$ cat config.mk
export PLATFORM = sky130hd
export DESIGN_NAME = reg_wb_queue
export DESIGN_NICKNAME = d
export VERILOG_FILES = /design/src/rtl/reg_wb_queue.sv
export SDC_FILE = /design/constraint.sdc
export NUM_CORES = 1
export LEC_CHECK = 0
export BUFFER_PORTS_ARGS = -buffer_cell sky130_fd_sc_hd__buf_2
export CORE_MARGIN = 3
export CORE_UTILIZATION = 25
export CTS_CLUSTER_SIZE = 28
export DETAILED_ROUTE_END_ITERATION = 8
export PLACE_DENSITY = 0.5
export SKIP_CTS_REPAIR_TIMING = 1
export SLEW_MARGIN = 20
export SYNTH_ARGS = -nofsm -noshare
export SYNTH_HDL_FRONTEND = slang
export SYNTH_HIERARCHICAL = 1
export SYNTH_SLANG_ARGS = --single-unit
$ cat constraint.sdc
create_clock -name clk -period 4.8 [get_ports clk]
set_input_delay 0.24 -clock clk [delete_from_list [all_inputs] [get_ports clk]]
set_output_delay 0.24 -clock clk [all_outputs]
set_load 0.005 [all_outputs]
$ cat src/rtl/reg_wb_queue.sv
// Writeback queue for the register file: arbitrates ALU and LSU results,
// buffers them in a circular FIFO, drains one write per cycle and offers
// forwarding of queued-but-unwritten results to the decode stage.

// Per-entry forwarding match: one instance per FIFO slot.
module reg_wb_fwd_slot (
    input  logic       vld,
    input  logic [4:0] rd,
    input  logic [4:0] rs1,
    input  logic [4:0] rs2,
    output logic       hit1,
    output logic       hit2
);
    // x0 is hardwired zero, so it never forwards
    assign hit1 = vld && (rd == rs1) && (rs1 != 5'd0);
    assign hit2 = vld && (rd == rs2) && (rs2 != 5'd0);
endmodule

module reg_wb_queue #(
    parameter int DEPTH = 4,
    parameter int XLEN  = 32
) (
    input  logic            clk,
    input  logic            rst_n,
    input  logic            i_alu_valid,
    output logic            o_alu_ready,
    input  logic [4:0]      i_alu_rd,
    input  logic [XLEN-1:0] i_alu_data,
    input  logic            i_lsu_valid,
    output logic            o_lsu_ready,
    input  logic [4:0]      i_lsu_rd,
    input  logic [XLEN-1:0] i_lsu_data,
    output logic            o_wr,
    output logic [4:0]      o_rd,
    output logic [XLEN-1:0] o_write_data,
    input  logic [4:0]      i_rs1,
    input  logic [4:0]      i_rs2,
    output logic            o_fwd1_hit,
    output logic            o_fwd2_hit,
    output logic [XLEN-1:0] o_fwd1_data,
    output logic [XLEN-1:0] o_fwd2_data,
    output logic            o_pending
);
    localparam int PW = $clog2(DEPTH);
    localparam logic [PW:0] FULL_CNT = DEPTH[PW:0];

    typedef struct packed {
        logic [4:0]      rd;
        logic [XLEN-1:0] data;
    } wb_entry_t;

    wb_entry_t [DEPTH-1:0] mem;
    wb_entry_t             alu_req, lsu_req, push_req, head;

    logic [PW-1:0] wr_ptr, rd_ptr, idx;
    logic [PW:0]   count;
    logic          prio_lsu;
    logic          full, grant_alu, grant_lsu, xfer_alu, xfer_lsu, push, pop;
    logic [DEPTH-1:0] slot_vld, slot_hit1, slot_hit2;

    assign alu_req = '{rd: i_alu_rd, data: i_alu_data};
    assign lsu_req = '{rd: i_lsu_rd, data: i_lsu_data};

    // Round-robin grant: a lone requester always wins, otherwise prio_lsu decides
    always_comb begin
        grant_lsu = i_lsu_valid && (prio_lsu || !i_alu_valid);
        grant_alu = i_alu_valid && (!prio_lsu || !i_lsu_valid);
    end

    // Full blocks both sources; a same-cycle pop earns no credit
    assign full        = (count == FULL_CNT);
    assign o_alu_ready = grant_alu && !full;
    assign o_lsu_ready = grant_lsu && !full;
    assign xfer_alu    = i_alu_valid && o_alu_ready;
    assign xfer_lsu    = i_lsu_valid && o_lsu_ready;

    // Writes to x0 are accepted and dropped without occupying a slot
    assign push_req = xfer_lsu ? lsu_req : alu_req;
    assign push     = (xfer_alu || xfer_lsu) && (push_req.rd != 5'd0);
    assign pop      = (count != '0);
    assign head     = mem[rd_ptr];

    // Priority flips to the other source after every accepted transfer
    always_ff @(posedge clk or negedge rst_n) begin
        if (!rst_n) begin
            prio_lsu <= 1'b1;
        end else if (xfer_lsu) begin
            prio_lsu <= 1'b0;
        end else if (xfer_alu) begin
            prio_lsu <= 1'b1;
        end
    end

    // Pointers wrap naturally since DEPTH is a power of two
    always_ff @(posedge clk or negedge rst_n) begin
        if (!rst_n) begin
            wr_ptr <= '0;
            rd_ptr <= '0;
            count  <= '0;
        end else begin
            if (push) wr_ptr <= wr_ptr + 1'b1;
            if (pop)  rd_ptr <= rd_ptr + 1'b1;
            case ({push, pop})
                2'b10:   count <= count + 1'b1;
                2'b01:   count <= count - 1'b1;
                default: ;
            endcase
        end
    end

    // Storage needs no reset: slots are only read when counted valid
    always_ff @(posedge clk) begin
        if (push) mem[wr_ptr] <= push_req;
    end

    // Register-file write port; index/data hold when idle
    always_ff @(posedge clk or negedge rst_n) begin
        if (!rst_n) begin
            o_wr         <= 1'b0;
            o_rd         <= '0;
            o_write_data <= '0;
        end else begin
            o_wr <= pop;
            if (pop) begin
                o_rd         <= head.rd;
                o_write_data <= head.data;
            end
        end
    end

    assign o_pending = (count != '0) || o_wr;

    // A slot is live when its distance from the head is below count
    for (genvar i = 0; i < DEPTH; i++) begin : g_slot
        logic [PW-1:0] age;
        assign age         = PW'(i) - rd_ptr;
        assign slot_vld[i] = ({1'b0, age} < count);
        reg_wb_fwd_slot u_slot (
            .vld  (slot_vld[i]),
            .rd   (mem[i].rd),
            .rs1  (i_rs1),
            .rs2  (i_rs2),
            .hit1 (slot_hit1[i]),
            .hit2 (slot_hit2[i])
        );
    end

    // Forward select: output register is oldest, then walk head to tail so newest wins
    always_comb begin
        o_fwd1_hit  = 1'b0;
        o_fwd1_data = '0;
        o_fwd2_hit  = 1'b0;
        o_fwd2_data = '0;
        idx         = '0;
        if (o_wr && (o_rd == i_rs1) && (i_rs1 != 5'd0)) begin
            o_fwd1_hit  = 1'b1;
            o_fwd1_data = o_write_data;
        end
        if (o_wr && (o_rd == i_rs2) && (i_rs2 != 5'd0)) begin
            o_fwd2_hit  = 1'b1;
            o_fwd2_data = o_write_data;
        end
        for (int k = 0; k < DEPTH; k++) begin
            idx = rd_ptr + PW'(k);
            if (slot_hit1[idx]) begin
                o_fwd1_hit  = 1'b1;
                o_fwd1_data = mem[idx].data;
            end
            if (slot_hit2[idx]) begin
                o_fwd2_hit  = 1'b1;
                o_fwd2_data = mem[idx].data;
            end
        end
    end
endmodule
==> results_dict.tcl, run 1 <==
set metrics [dict create \
    status "finished with violations" \
    failed_checks "negative hold slack" \
    syn_area_per_cell_um2 12.6 \
    critPathRequiredTime_ns 4.56 \
    hold_viol 45 \
    num_rows 84 \
    post-route-drc-count 0 \
    gp_congestion 0.809 \
    synth_flop_cell "edfxtp_1" \
    relSlewSlack 0.267 \
    antenna_left 0 \
    use_met3 0.0277 \
    first_pass_iters 5 \
    end_kind "output pin" \
    seq_area_frac_synth 0.418 \
    numCtsBuffers 17 \
    whs_ns -0.0453 \
    ys_types 53 \
    power_leakage_nw 5.52 \
    detail_route.vias_per_cell 5.41 \
    crit_arrival_ns 4.28 \
    min_path_type "primary input to asynchronous set/reset pin" \
    maxCapViolations 0 \
    finalSetupViolations 0 \
    antenna_found_initial 1 \
    rsz0062_at_grt "no" \
    yosys_warnings 6 \
    startpoint_type "flip-flop" \
    path_cells "xor2_1 > inv_1 > ha_1 > a21oi_1 > or2_2 > and4_1 > mux2_4 > mux2_4 > nor4_4 > buf_4 > a221oi_1 > o221ai_1 > buf_2" \
    dp_hpwl_um 30800 \
    grt_pass1_wl_um 66700 \
    ys_ff_latch 194 \
    synth_top_area_share 0.332 \
    nNetsFinal 1316 \
    die-area_mm2 0.0563 \
    grt_busiest_layer "met2" \
    worst_pin_slew_ns 1.10 \
    fin_skew_ns 0.00881 \
    die_h_um 237 \
    max_stage_delay_ns 0.61 \
    syn_to_final_growth_pct 17.4 \
    powerDensity_mw_per_mm2 705 \
    die_w_um 237 \
    fin_cells 1920 \
    io_buffer_count 194 \
    fmax_ghz 0.221 \
    placedCellCount 1883 \
    first_global_vias 10430 \
    clk_latency_ns 0.46 \
    use_met1 0.200 \
    clkTransAtPathRegs_ns 0.07 \
    clock_sinks 194 \
    gr-usage-met2 0.264 \
    synth_nets 1163 \
    groute.usage.overall 0.158 \
    fin_util 0.298 \
    yosys-top-cells-count "148 x edfxtp_1, 117 x mux4_2, 94 x nand2_1" \
    synth_most_common_cell "edfxtp_1" \
    syn-cell-area_mm2 0.0134 \
    syn_inst 1065 \
    async_flop_share 0.237 \
    synth_largest_area_cell "edfxtp_1" \
    synth_edf_count 148 \
    synth_area_leaders "edfxtp_1 33%, mux4_2 20%, dfrtp_1 8.4%, mux2_2 6.7%, o21ai_0 3.1%" \
    root_buffer "clkbuf_16" \
    drt_iter0_drc 833 \
    core_mm2 0.0528 \
    slew_violations 0 \
    cp_common_cell "mux2_4" \
    drt_wl_total_um 45100 \
    start_util 0.254 \
    ios 195 \
    nFillCells 5393 \
    cts_tree "yes" \
    vias 10382 \
    period_needed_ns 4.52 \
    finalSetupTns_ns 0 \
    h-tree-depth 4 \
    grt_max_degree 61 \
    critPathMaxFanout 31 \
    drive_gt1_frac 0.389 \
    grt_overflow 0 \
    crit_slowest_cell "dfrtp_4" \
    post-route-period-util 0.942 \
    wl_per_cell_um 23.5 \
    cts.path.max_buffers 2 \
    crit_type "flip-flop to output pin" \
    vdd_ir_drop_max_v 0.000282 \
]
## power breakdown
part / switching [mW] / internal (mW)
Sequential: 0.543 / 2.52
Clock: 0.658 / 0.783
Combinational: 3.64 / 2.93
Total: 4.84 / 6.23
## worst max-delay path: cells and delay by family, from the launching register on
kind | cells | cell delay, ns
flops | 1 | 0.61
fa+ha+maj | 1 | 0.28
buf+inv | 3 | 0.56
mux | 2 | 0.76
compound gates | 3 | 0.55
xor+xnor | 1 | 0.24
simple gates | 3 | 0.81
## routing by layer
metal | vias to the layer above | share of wire | routed length [µm]
li1 | 4576 | - | -
met1 | 5322 | 0.42 | 18800
met2 | 394 | 0.49 | 22100
met3 | 88 | 0.059 | 2650
met4 | 2 | 0.035 | 1600
met5 | - | 0.00029 | 13
## flip-flops by register name, indices dropped and copies added (netlist names)
register and cells:
count 3, mem 148, o_rd 5, o_wr 1, o_write_data 32, prio_lsu 1, rd_ptr 2, wr_ptr 2
## kinds of logic after synthesis
kind of cell	after synthesis	share of synthesized area
buf+inv	106	0.0373
fa+ha+maj	10	0.00991
simple gates	221	0.0825
flops	194	0.418
mux	223	0.286
xor+xnor	47	0.0308
compound gates	264	0.136
## path summary, 6_finish.rpt
check                           slack [ns]                           to             startpoint  depth (start not counted)
worst min-delay path                 -0.05          o_rd[1]$_DFFE_PN0N_                  rst_n                          2
worst max register to register        1.65  o_write_data[9]$_DFFE_PN0N_  rd_ptr[0]$_DFFE_PN0N_                          4
max in group asynchronous             4.24        rd_ptr[1]$_DFFE_PN0N_                  rst_n                          2
worst max-delay path                  0.28              o_fwd1_data[29]  rd_ptr[1]$_DFFE_PN0N_                         13
worst min register to register        0.48         prio_lsu$_DFFE_PN1P_   prio_lsu$_DFFE_PN1P_                          2
min in group clk                      0.06         prio_lsu$_DFFE_PN1P_            i_alu_valid                          3
## cell type report
class | count | area (µm²) | share of cell area
clock buffer | 20 | 447 | 0.0284
tap | 688 | 861 | 0.0548
clock inverter | 12 | 130 | 0.00828
multi-input combinational | 765 | 7390 | 0.471
inverter | 17 | 63.8 | 0.00406
antenna | 1 | 2.50 | 0.000159
sequential | 194 | 5600 | 0.357
timing repair buffer | 223 | 1210 | 0.0768
## metrics by stage
stage | setup WS, ns | cell area (µm²) | power, mW
after floorplan | 0.829 | 13400 | 7.26
after global placement | 0.648 | 15100 | 9.57
after detailed placement | 0.588 | 15100 | 9.63
after CTS | 0.0574 | 15700 | 11.1
after global routing | 0.0214 | 15700 | 11.8
final | 0.277 | 15700 | 11.1
## layout by cell type, fill, tap and decap left out, types with 4 or more instances in the layout
cell type  netlist  layout
o221ai_1         9       8
a221oi_1        33      33
ha_1             9       9
and2_2           0       4
clkbuf_16        0      18
or2_1           23      23
nor2_1          36      36
buf_2           27     194
nand3_1          5       4
nor3_1           9       9
nand2_1         94      93
or2_0            4       4
inv_1           17      16
a31o_1          24      24
or2_2            9       9
or4_1            5       5
mux4_2         117     117
and4_1           8       8
o21ai_0         82      82
a221o_1         24      24
a211oi_1         4       4
nor4_1           9       9
a22oi_1         30      30
mux2_2          80      80
edfxtp_1       148     148
nor2b_1          5       5
o31ai_4          0       4
o21ai_1         35      35
mux2i_1         11      10
a21oi_1         11      10
xor2_1          27      27
dfrtp_1         45      43
mux2_1          13      13
xnor2_1         20      20
buf_4            4      28
No activity file was read; power rests on OpenSTA's default activity.
==> run 2, diff against run 1 <==
REMOVE_ABC_BUFFERS = 1   (was unset)
==> run 2 against run 1 <==
Net effect: the flow now finishes without violations; final area rose by 0.40%; worst hold slack better by 0.094 ns; clock-buffer cell count rose by 3; largest power group unchanged.
==> results_dict.tcl, run 2 (synthesis gave the netlist of run 1 again) <==
set metrics [dict create \
    worstHoldPathCells 3 \
    die_w_um 237 \
    post-route-period-util 0.921 \
    hold_start "i_alu_valid" \
    drt_iter0_drc 971 \
    crit_arrival_ns 4.18 \
    antenna_found_initial 0 \
    numCtsBuffers 17 \
    die_h_um 237 \
    worst_pin_slew_ns 1.11 \
    status "finished clean" \
    nNetsFinal 1317 \
    h-tree-depth 4 \
    slew_violations 0 \
    cp_common_cell "buf_12" \
    finalSetupViolations 0 \
    grt_busiest_layer "met2" \
    p_int_mw 6.33 \
    die-area_mm2 0.0563 \
    root_buffer "clkbuf_16" \
    use_met1 0.204 \
    largest-register "mem" \
    grt_overflow 0 \
    startpoint_type "flip-flop" \
    nFillCells 5412 \
    p_sw_mw 4.73 \
    syn_to_final_growth_pct 17.9 \
    drive_gt1_frac 0.390 \
    powerDensity_mw_per_mm2 701 \
    cts.path.max_buffers 2 \
    pre_cts_ws_ns 0.844 \
    wl_per_cell_um 23.2 \
    largest_register_ffs 148 \
    pwr-share-comb 0.589 \
    min_path_type "primary input to flip-flop" \
    grt_pass1_wl_um 65800 \
    clock_power_share 0.138 \
    detail_route.vias_per_cell 5.40 \
    fmax_ghz 0.226 \
    power.total_mw 11.1 \
    clock_sinks 194 \
    hold_viol 0 \
    ios 195 \
    setup_ws_ns 0.379 \
    r2r-end "mem[64]$_DFFE_PP_" \
    power_leakage_nw 5.54 \
    path_buf_inv 3 \
    fin_skew_ns 0.00820 \
    period_needed_ns 4.42 \
    first_global_vias 10106 \
    switching_share 0.428 \
    drt_wl_total_um 44600 \
    antenna_left 0 \
    grt_max_degree 146 \
    max_stage_delay_ns 0.61 \
    gr-usage-met2 0.260 \
    post-route-drc-count 0 \
    seq_power_share 0.273 \
    clk_latency_ns 0.46 \
    path_cells "buf_12 > ha_1 > o21bai_1 > and4_1 > mux2_2 > mux2_4 > nor4_4 > buf_12 > a221oi_1 > o221ai_1 > buf_2" \
    clkTransAtPathRegs_ns 0.07 \
    first_pass_iters 6 \
    critPathMaxFanout 145 \
    crit_slowest_cell "buf_12" \
    start_util 0.254 \
    cts_tree "yes" \
    io_buffer_count 194 \
    r2r_slack_ns 1.77 \
    groute.usage.overall 0.156 \
    fin_cells 1920 \
    placed_area_mm2 0.0151 \
    crit_family "buffers and inverters" \
    end_kind "output pin" \
    vdd_ir_drop_max_v 0.000566 \
    r2r-start "count[0]$_DFFE_PN0P_" \
    finalSetupTns_ns 0 \
    crit_type "flip-flop to output pin" \
    fin_util 0.299 \
    critPathRequiredTime_ns 4.56 \
    num_rows 84 \
    dp_hpwl_um 29700 \
    whs_ns 0.0486 \
    gp_congestion 0.780 \
    core_mm2 0.0528 \
    use_met3 0.0295 \
    vias 10367 \
    final_area_mm2 0.0158 \
    rsz0062_at_grt "no" \
    final_common_cell "buf_2" \
    maxCapViolations 0 \
    placedCellCount 1887 \
    min_to "prio_lsu$_DFFE_PN1P_" \
    largestRegisters "mem: 148 flops, o_write_data: 32 flops, o_rd: 5 flops" \
    final_cell_mix "193 x buf_2, 148 x edfxtp_1, 117 x mux4_2" \
    rr_worst_depth 6 \
    relSlewSlack 0.260 \
    n_antenna_cell 0 \
]
## run 2: cell types whose count changed in the layout (fill, tap and decap cells not counted), moves of 2 or more
| cell | delta |
|---|---|
| buf_12 | +3 |
| inv_6 | -2 |
| clkbuf_8 | +3 |
| clkinv_1 | -2 |
## run 2: worst max path at each step
stage | to | slack (ns) | cells past startpoint | from
6_report | o_fwd1_data[6] | 0.38 | 11 | rd_ptr[1]$_DFFE_PN0N_
3_5_place_dp | o_fwd1_data[29] | 0.84 | 12 | rd_ptr[1]$_DFFE_PN0N_
3_3_place_gp | o_fwd1_data[29] | 0.82 | 12 | rd_ptr[1]$_DFFE_PN0N_
4_1_cts | o_fwd1_data[29] | 0.32 | 12 | rd_ptr[1]$_DFFE_PN0N_
5_1_grt | o_fwd2_data[27] | 0.11 | 11 | rd_ptr[1]$_DFFE_PN0N_
2_1_floorplan | o_fwd2_data[28] | -4.39 | 9 | rd_ptr[1]$_DFFE_PN0N_
## run 2: metal layers
layer,part of all wire,vias up
met5,0,-
met3,0.063,75
met1,0.42,5271
met4,0.024,0
met2,0.49,445
li1,-,4576
## run 2: final cells by class
cell class                 instances  area (µm²)  share of cell area
clock buffer                      23         488              0.0309
clock inverter                     9         128             0.00809
inverter                          17        63.8             0.00405
multi-input combinational        765        7390               0.468
sequential                       194        5600               0.355
tap                              688         861              0.0546
timing repair buffer             224        1240              0.0786
## run 2: power by group through the flow
| stage | logic [mW] | registers (mW) | clock network (mW) |
|---|---|---|---|
| 4_1_cts | 6.60 | 3.02 | 1.57 |
| 3_5_place_dp | 6.58 | 3.05 | 0 |
| 5_1_grt | 7.11 | 3.11 | 1.63 |
| 2_1_floorplan | 4.19 | 3.31 | 0 |
| 6_report | 6.51 | 3.02 | 1.52 |
| 3_3_place_gp | 6.53 | 3.02 | 0 |
## run 2: tightest hold or removal path: stages
cell     delay (ns)
buf_2          0.11
nand3_1        0.10
nand2_1        0.06
==> run 3, diff against run 2 <==
CORE_UTILIZATION = 29   (was 25)
PLACE_DENSITY = 0.55   (was 0.5)
SYNTH_HIERARCHICAL = unset   (was 1)
==> run 3 against run 2 <==
Net effect: the flow now finishes with violations (negative hold slack); combinational power fell by 3.7%; setup slack lost 0.042 ns; final area down 4.6%; die area shrank 16%; sequential cell count unchanged; non-clock buffer count is 5 lower.
==> results_dict.tcl, run 3 <==
set metrics [dict create \
    post-route-drc-count 0 \
    rsz0062_at_grt "no" \
    core_mm2 0.0436 \
    dp_hpwl_um 28000 \
    yosys_warnings 0 \
    numCtsBuffers 17 \
    rr_worst_depth 8 \
    syn_to_final_growth_pct 16.0 \
    crit_family "compound AO/OA/AOI/OAI gates" \
    status "finished with violations" \
    cp_common_cell "a221o_1" \
    largestRegisters "mem: 148 flops, o_write_data: 32 flops, o_rd: 5 flops" \
    crit_arrival_ns 4.22 \
    syn_area_per_cell_um2 9.64 \
    cts.path.max_buffers 2 \
    synth_top_area_share 0.343 \
    detail_route.vias_per_cell 5.37 \
    finalSetupViolations 0 \
    final_cell_mix "267 x nand2_1, 194 x buf_2, 148 x edfxtp_1" \
    path_buf_inv 2 \
    placed_area_mm2 0.0144 \
    failed_checks "negative hold slack" \
    cp-endpoint "o_fwd2_data[30]" \
    clock_sinks 194 \
    vdd_ir_drop_max_v 0.000359 \
    critPathRequiredTime_ns 4.56 \
    drt_iter0_drc 1051 \
    drt_wl_total_um 43000 \
    grt_overflow 0 \
    r2r_slack_ns 1.36 \
    whs_ns -0.0428 \
    cts_tree "yes" \
    path_cells "inv_1 > ha_1 > a21boi_0 > o21ai_1 > nand2_1 > o22ai_1 > mux2_2 > a221o_1 > a221o_1 > buf_2" \
    clkTransAtPathRegs_ns 0.08 \
    clk_latency_ns 0.46 \
    r2r-start "count[0]$_DFFE_PN0P_" \
    r2r-end "mem[79]$_DFFE_PP_" \
    start_util 0.297 \
    antenna_found_initial 0 \
    fin_skew_ns 0.0141 \
    final_area_mm2 0.0150 \
    root_buffer "clkbuf_16" \
    ys_types 49 \
    end_kind "output pin" \
    clock_power_share 0.140 \
    largest_register_ffs 148 \
    vias 11096 \
    powerDensity_mw_per_mm2 709 \
    ys_ff_latch 194 \
    num_rows 76 \
    drive_gt1_frac 0.244 \
    die-area_mm2 0.0473 \
    io_buffer_count 194 \
    seq_area_frac_synth 0.431 \
    final_common_cell "nand2_1" \
    crit_path_start "rd_ptr[1]$_DFFE_PN0P_" \
    p_sw_mw 4.89 \
    hold_viol 40 \
    max_stage_delay_ns 0.98 \
    grt_pass1_wl_um 64400 \
    syn-cell-area_mm2 0.0130 \
    synth_flop_cell "edfxtp_1" \
    multiInputGateArea_mm2 0.00686 \
    period_needed_ns 4.46 \
    synth_area_leaders "edfxtp_1 34%, dfrtp_1 8.7%, nand2_1 7.7%, mux2i_1 6.6%, mux2_2 6.4%" \
    async_flop_share 0.237 \
    n_antenna_cell 0 \
    grt_max_degree 93 \
    wl_per_cell_um 20.8 \
    largest-register "mem" \
    synth_most_common_cell "nand2_1" \
    finalSetupTns_ns 0 \
    die_h_um 218 \
    min_path_type "primary input to asynchronous set/reset pin" \
    antenna_left 0 \
    yosys-top-cells-count "267 x nand2_1, 148 x edfxtp_1, 102 x a21oi_1" \
    first_pass_iters 6 \
    seq_power_share 0.273 \
    switching_share 0.459 \
    setup_ws_ns 0.337 \
    worst_pin_slew_ns 1.10 \
    critPathMaxFanout 32 \
    pwr-share-comb 0.588 \
    groute.usage.overall 0.178 \
    nNetsFinal 1566 \
    synth_largest_area_cell "edfxtp_1" \
    power_leakage_nw 6.16 \
    synth_edf_count 148 \
    startpoint_type "flip-flop" \
    first_global_vias 10814 \
    syn_inst 1346 \
    nFillCells 4400 \
    relSlewSlack 0.268 \
    slew_violations 0 \
    regArea_mm2 0.00560 \
    pre_cts_ws_ns 0.770 \
    crit_type "flip-flop to output pin" \
    die_w_um 218 \
    ios 195 \
    crit_cells 10 \
    crit_slowest_cell "mux2_2" \
    h-tree-depth 4 \
    maxCapViolations 0 \
    post-route-period-util 0.930 \
    fmax_ghz 0.224 \
    gp_congestion 0.824 \
    p_int_mw 5.78 \
]
[run 3: cell types whose count changed after synthesis, moves of 42 or more]
cell	delta
a21oi_1	+91
mux2i_1	+75
mux4_2	-106
nand2_1	+173
nor2_1	+48
o21ai_0	-42
[run 3: how the worst min path moves through the flow]
| stage | start | to |
|---|---|---|
| final | rst_n | o_write_data[7]$_DFFE_PN0P_ |
| after global routing | rst_n | o_write_data[7]$_DFFE_PN0P_ |
| after global placement | rst_n | o_write_data[26]$_DFFE_PN0P_ |
| after CTS | rst_n | o_write_data[7]$_DFFE_PN0P_ |
| after floorplan | rst_n | count[0]$_DFFE_PN0P_ |
| after detailed placement | rst_n | o_write_data[26]$_DFFE_PN0P_ |
[run 3: cell type report]
| cell class | instances | share of cell area |
|---|---|---|
| repair buffers | 219 | 0.0795 |
| flip-flops and latches | 194 | 0.372 |
| clock buffers | 18 | 0.0285 |
| multi-input cells | 1022 | 0.456 |
| clock inverters | 14 | 0.0111 |
| well taps | 585 | 0.0486 |
| inverters | 14 | 0.00366 |
[run 3: layer usage]
| layer | track usage | vias to the layer above | wire [µm] | part of all wire |
|---|---|---|---|---|
| li1 | - | 5168 | - | - |
| met1 | 0.225 | 5421 | 18300 | 0.43 |
| met2 | 0.302 | 439 | 20700 | 0.48 |
| met3 | 0.0319 | 68 | 2750 | 0.064 |
| met4 | 0.0670 | 0 | 1260 | 0.029 |
| met5 | 0 | - | 0 | 0 |
[run 3: cells by family after synthesis]
group,after synthesis,synth area share
AO/OA/AOI/OAI,323,0.173
buffers and inverters,130,0.0441
XOR/XNOR,57,0.0385
multiplexers,171,0.150
AND/OR/NAND/NOR,461,0.153
adder cells (fa/ha/maj),10,0.0102
flip-flops,194,0.431
[run 3: through the flow]
step	cells	total power [mW]	util
2_1_floorplan	1230	7.19	-
6_report	2066	10.7	0.345
3_5_place_dp	2034	9.23	0.331
5_1_grt	2066	11.5	0.345
3_3_place_gp	2034	9.10	0.331
4_1_cts	2066	10.7	0.345
[run 3: power by group through the flow]
stage / Clock, mW / Combinational, mW / Sequential [mW]
finish: 1.49 / 6.27 / 2.91
global route: 1.59 / 6.92 / 2.99
CTS: 1.53 / 6.30 / 2.91
detailed placement: 0 / 6.29 / 2.94
global placement: 0 / 6.18 / 2.92
floorplan: 0 / 4.02 / 3.17
